--- src/rtl/uart_tx_arb_pkg.sv ---
// Shared types and constants for the UART transmit arbiter.
package uart_tx_arb_pkg;

    localparam int unsigned BYTE_W   = 8;
    localparam int unsigned TMO_W    = 16;
    localparam int unsigned SETTLE_W = 3;

    typedef enum logic [1:0] {
        StIdle   = 2'd0,
        StLock   = 2'd1,
        StWrite  = 2'd2,
        StSettle = 2'd3
    } arb_state_e;

endpackage

--- src/rtl/rr_pick.sv ---
// Combinational round-robin picker: finds the first set request scanning
// upward from (last + 1) mod N with wrap-around.
module rr_pick #(
    parameter int unsigned N  = 4,
    parameter int unsigned IW = 2
) (
    input  logic [N-1:0]  req,
    input  logic [IW-1:0] last,
    output logic          found,
    output logic [IW-1:0] idx
);

    int unsigned pos;

    // Walk from the farthest candidate to the nearest so the nearest match wins.
    always_comb begin
        found = 1'b0;
        idx   = '0;
        pos   = 0;
        for (int k = N; k >= 1; k--) begin
            pos = (int'(last) + k) % N;
            if (req[pos]) begin
                found = 1'b1;
                idx   = IW'(pos);
            end
        end
    end

endmodule

--- src/rtl/uart_tx_arbiter.sv ---
// Round-robin arbiter sharing the COREUART transmit path between byte-stream
// requesters. A grant is held for a whole packet (through the byte tagged
// last), and each byte is written with a one-cycle active-low CSN/WEN strobe.
// Optional stall timeout: define UART_TX_ARB_TIMEOUT_EN.
module uart_tx_arbiter
    import uart_tx_arb_pkg::*;
#(
    parameter int unsigned NUM_REQ     = 4,
    parameter int unsigned ID_W        = 2,
    parameter int unsigned SETTLE_CYC  = 2,
    parameter int unsigned TIMEOUT_CYC = 1024
) (
    input  logic                      CLK,
    input  logic                      RESET,
    input  logic [NUM_REQ-1:0]        req_valid,
    input  logic [BYTE_W*NUM_REQ-1:0] req_data,
    input  logic [NUM_REQ-1:0]        req_last,
    output logic [NUM_REQ-1:0]        req_ready,
    output logic                      uart_csn,
    output logic                      uart_wen,
    output logic [BYTE_W-1:0]         uart_data_in,
    input  logic                      uart_txrdy,
    output logic [ID_W-1:0]           grant_id,
    output logic                      busy,
    output logic                      abort
);

    // Elaboration-time parameter sanity.
    if (NUM_REQ < 2 || NUM_REQ > 8 || (1 << ID_W) < NUM_REQ || SETTLE_CYC < 1 ||
        SETTLE_CYC > 7 || TIMEOUT_CYC < 1 || TIMEOUT_CYC > 65535) begin : g_bad_param
        $error("uart_tx_arbiter: illegal parameter combination");
    end

    arb_state_e          state_q, state_d;
    logic [ID_W-1:0]     grant_q, grant_d;
    logic [ID_W-1:0]     last_q, last_d;
    logic                busy_q, busy_d;
    logic                strobe_q, strobe_d;
    logic [BYTE_W-1:0]   data_q, data_d;
    logic                is_last_q, is_last_d;
    logic [SETTLE_W-1:0] settle_q, settle_d;
    logic                accept;
    logic                pick_found;
    logic [ID_W-1:0]     pick_idx;

`ifdef UART_TX_ARB_TIMEOUT_EN
    localparam logic [TMO_W-1:0] TmoLimit = TMO_W'(TIMEOUT_CYC - 1);

    logic             abort_q, abort_d;
    logic [TMO_W-1:0] tmo_q, tmo_d;
`endif

    rr_pick #(
        .N  (NUM_REQ),
        .IW (ID_W)
    ) u_pick (
        .req   (req_valid),
        .last  (last_q),
        .found (pick_found),
        .idx   (pick_idx)
    );

    assign accept = uart_txrdy && req_valid[grant_q];

    // Next-state logic and the combinational byte handshake.
    always_comb begin
        state_d   = state_q;
        grant_d   = grant_q;
        last_d    = last_q;
        busy_d    = busy_q;
        strobe_d  = 1'b0;
        data_d    = data_q;
        is_last_d = is_last_q;
        settle_d  = settle_q;
        req_ready = '0;
`ifdef UART_TX_ARB_TIMEOUT_EN
        abort_d   = 1'b0;
        tmo_d     = tmo_q;
`endif
        unique case (state_q)
            StIdle: begin
                // Grant only; the first byte is taken in LOCK.
                if (pick_found) begin
                    grant_d = pick_idx;
                    busy_d  = 1'b1;
                    state_d = StLock;
`ifdef UART_TX_ARB_TIMEOUT_EN
                    tmo_d   = '0;
`endif
                end
            end
            StLock: begin
                if (accept) begin
                    req_ready[grant_q] = 1'b1;
                    data_d    = req_data[BYTE_W*grant_q +: BYTE_W];
                    is_last_d = req_last[grant_q];
                    strobe_d  = 1'b1;
                    state_d   = StWrite;
`ifdef UART_TX_ARB_TIMEOUT_EN
                    tmo_d     = '0;
                end else if (req_valid[grant_q]) begin
                    // Owner is still presenting data, only TXRDY is holding us.
                    tmo_d = '0;
                end else if (tmo_q == TmoLimit) begin
                    abort_d = 1'b1;
                    busy_d  = 1'b0;
                    last_d  = grant_q;
                    state_d = StIdle;
                    tmo_d   = '0;
                end else begin
                    tmo_d = tmo_q + 1'b1;
`endif
                end
            end
            StWrite: begin
                settle_d = SETTLE_W'(SETTLE_CYC);
                state_d  = StSettle;
            end
            StSettle: begin
                // TXRDY is not trusted here; the core's deassert lags the strobe.
                settle_d = settle_q - 1'b1;
                if (settle_q == SETTLE_W'(1)) begin
                    if (is_last_q) begin
                        last_d  = grant_q;
                        busy_d  = 1'b0;
                        state_d = StIdle;
                    end else begin
                        state_d = StLock;
                    end
                end
            end
            default: state_d = StIdle;
        endcase
        // A byte taken during reset would be lost, so never handshake then.
        if (RESET) begin
            req_ready = '0;
        end
    end

    // State and registered outputs with synchronous reset.
    always_ff @(posedge CLK) begin
        if (RESET) begin
            state_q   <= StIdle;
            grant_q   <= '0;
            last_q    <= ID_W'(NUM_REQ - 1);
            busy_q    <= 1'b0;
            strobe_q  <= 1'b0;
            data_q    <= '0;
            is_last_q <= 1'b0;
            settle_q  <= '0;
        end else begin
            state_q   <= state_d;
            grant_q   <= grant_d;
            last_q    <= last_d;
            busy_q    <= busy_d;
            strobe_q  <= strobe_d;
            data_q    <= data_d;
            is_last_q <= is_last_d;
            settle_q  <= settle_d;
        end
    end

`ifdef UART_TX_ARB_TIMEOUT_EN
    // Stall counter and abort pulse.
    always_ff @(posedge CLK) begin
        if (RESET) begin
            abort_q <= 1'b0;
            tmo_q   <= '0;
        end else begin
            abort_q <= abort_d;
            tmo_q   <= tmo_d;
        end
    end

    assign abort = abort_q;
`else
    assign abort = 1'b0;
`endif

    assign uart_csn     = ~strobe_q;
    assign uart_wen     = ~strobe_q;
    assign uart_data_in = data_q;
    assign grant_id     = grant_q;
    assign busy         = busy_q;

endmodule

--- config.mk ---
export PLATFORM = sky130hd
export DESIGN_NAME = uart_tx_arbiter
export DESIGN_NICKNAME = d
export VERILOG_FILES = /design/src/rtl/uart_tx_arb_pkg.sv /design/src/rtl/rr_pick.sv /design/src/rtl/uart_tx_arbiter.sv
export SDC_FILE = /design/constraint.sdc
export NUM_CORES = 1
export LEC_CHECK = 0
export ABC_AREA = 1
export CORE_MARGIN = 1
export CORE_UTILIZATION = 46
export CTS_BUF_LIST = sky130_fd_sc_hd__clkbuf_8 sky130_fd_sc_hd__clkbuf_16
export DETAILED_ROUTE_END_ITERATION = 7
export PLACE_DENSITY = 0.85
export SYNTH_ARGS = -nofsm -noshare
export SYNTH_HDL_FRONTEND = slang
export SYNTH_SLANG_ARGS = --single-unit
export TNS_END_PERCENT = 20
--- constraint.sdc ---
create_clock -name CLK -period 4.1 [get_ports CLK]
set_input_delay 0.82 -clock CLK [delete_from_list [all_inputs] [get_ports CLK]]
set_output_delay 0.82 -clock CLK [all_outputs]
set_load 0.01 [all_outputs]
==> reports/qor.csv <==
metric;value;unit
status;complete, no violations;
synth_fp_nets;278;
min_period;3.52;ns
postCtsSetupRepairBufs;0;
synth_area_leaders;dfxtp_1 (27%), nand3_1 (12%), nand2_1 (11%);
place_hpwl;2940;um
final_cells;324;
die_h;59.0;um
final_net_count;332;
vdd.ir_drop.worst;0.000328;V
p_leak;0.000877;uW
setup-tns-final;0;ns
grt_usage;22.6;%
drv_slew;0;
rows;20;
dieArea;3480;um^2
cts-root-buf;clkbuf_8;
antenna_found_initial;0;
drt_first_pass_iters;4;
arrival;2.70;ns
clk_pin_slew;0.07;ns
worst_setup_path_start_kind;input pin;
yosysWarnings;0;
gp_congestion;0.832;
viasPerCell;5.04;
path_max_fanout;19;
timing.final.hold_violations;0;
wl;3840;um
first_iter_violations;105;
power_density;396;nW/um^2
drv_cap;0;
worstSetupEndpointType;output pin;
syn_inst;228;
pin_count;61;
tightest_slew;0.703;ns
grt-ovfl-total;0;
clock_path_buffers;2;
ys_types;28;
initial_core_util;48.5;%
synth_area_per_cell;6.55;um^2
routedWlPerCell;11.9;um
path_class;input pin to output pin;
fmax;284;MHz
hold_buffers;0;
async_flop_share;0;%
setup_viol;0;
required;3.28;ns
num_vias;1632;
worstHoldPathType;flop to flop;
synth_seq_cells;20;
clock_latency;0.25;ns
ys.flop_type;dfxtp_1;
synth_top_cell_area_share;26.8;%
drc_errors;0;
synth_edf_count;0;
port-buffer-count;59;
grt_pass1_vias;1418;
slew_headroom;53.0;%
rsz0062_at_grt;no;
clkSinkCount;20;
fillers;266;
core;3080;um^2
area_growth;41.3;%
yosysMostFrequentCell;nand2_1;
synth_area_leader_cell;dfxtp_1;
fp.dieW;59.0;um
grt_pass1_wl;6170;um
synth_area;1490;um^2
cts_buffers;3;
clock_skew;0.00196;ns
ant_nets;0;
synthTopCellsByCount;nand2_1 (45), nand3_1 (37), inv_1 (29);
antenna_cells;0;
drive_gt1_share;8.57;%
period_share;85.9;%
ctsResizeCount;0;
ys_seq_area_share;26.8;%
cts_tree;built;
h-tree-depth;1;
dp_cells;321;
grt_max_degree;20;
==> worst paths after layout <==
path	start	endpoint	slack (ns)	cells past startpoint
worst max-delay path	req_valid[3]	req_ready[0]	0.58	10
worst min-delay path	uart_data_in[7]	uart_data_in[7]	0.45	2
worst max register to register	grant_id[0]	is_last_q	2.14	8
worst min register to register	uart_data_in[7]	uart_data_in[7]	0.45	2
==> layout by cell type (no fill, tap or decap) <==
cell / netlist / layout
clkbuf_8: 0 / 3
o211ai_1: 3 / 3
o21ai_0: 17 / 17
a31oi_1: 1 / 1
dfxtp_1: 20 / 20
nand2_1: 45 / 45
nor2_8: 1 / 1
inv_2: 4 / 4
ha_1: 7 / 7
nor2_1: 7 / 7
nand3_2: 1 / 1
nor3_1: 3 / 3
nor2_4: 1 / 1
nand4_1: 9 / 9
nand3_4: 1 / 1
nand3_1: 37 / 37
conb_1: 1 / 1
nor4_1: 1 / 1
a21oi_2: 1 / 1
o21ai_2: 1 / 1
nand2_2: 8 / 8
a21oi_1: 16 / 16
clkdlybuf4s50_1: 0 / 59
buf_4: 3 / 2
inv_1: 29 / 29
a211o_1: 1 / 1
nor2_2: 1 / 1
==> flip-flops by register name (all words and copies together), names as in the netlist <==
signal and flops:
uart_data_in 8, settle_q 3, grant_id 2, last_q 2, state_q 2, busy 1
is_last_q 1, strobe_q 1
==> worst max-delay path, cell delays in order <==
cell	delay, ns
clkdlybuf4s50_1	0.48
inv_1	0.07
nor2_1	0.10
nor2_1	0.06
nand3_2	0.08
nand3_4	0.20
nor2_4	0.16
inv_2	0.06
nor3_1	0.12
clkdlybuf4s50_1	0.56
==> report_power, final <==
part	leakage, uW	switching (uW)	internal, uW
registers	0.000163	49.1	234
clock network	0.0000216	56.6	65.2
logic	0.000692	240	191
==> through the flow <==
stage          worst slack (ns)  utilization, %  hold slack [ns]  power, uW  area (um^2)
3_5_place_dp              0.573            67.2            0.437        716         2070
2_1_floorplan              1.68               -            0.447        573         1490
5_1_grt                   0.389            68.6            0.465        904         2110
3_3_place_gp              0.622            67.2            0.434        707         2070
4_1_cts                   0.568            68.6            0.447        840         2110
6_report                  0.578            68.6            0.446        836         2110
==> cells by family (layout without fill, tap and decap cells) <==
| family | Yosys count | in the layout | share of synthesized area (%) |
|---|---|---|---|
| AND/OR/NAND/NOR | 115 | 115 | 38.4 |
| flip-flops | 20 | 20 | 26.8 |
| other | 1 | 1 | 0.251 |
| buffers and inverters | 45 | 97 | 14.0 |
| adder cells (fa/ha/maj) | 7 | 7 | 5.86 |
| AO/OA/AOI/OAI | 40 | 40 | 14.7 |
==> cell type report <==
class,count,area (um^2),area share [%]
clock buffer,3,41.3,1.96
inverter,33,124,5.87
multi-input combinational,163,885,41.9
sequential,20,400,19.0
tap,44,55.1,2.61
timing repair buffer,61,606,28.7
==> metal layers <==
layer  part of all wire [%]  vias to the layer above  GRT usage, %
li1                       -                      854             -
met1                     47                      727          30.4
met2                     44                       51          38.1
met3                    8.5                        0          4.37
met4                      0                        0          4.08
met5                      0                        -             0
No activity file was read; power rests on OpenSTA's default activity.
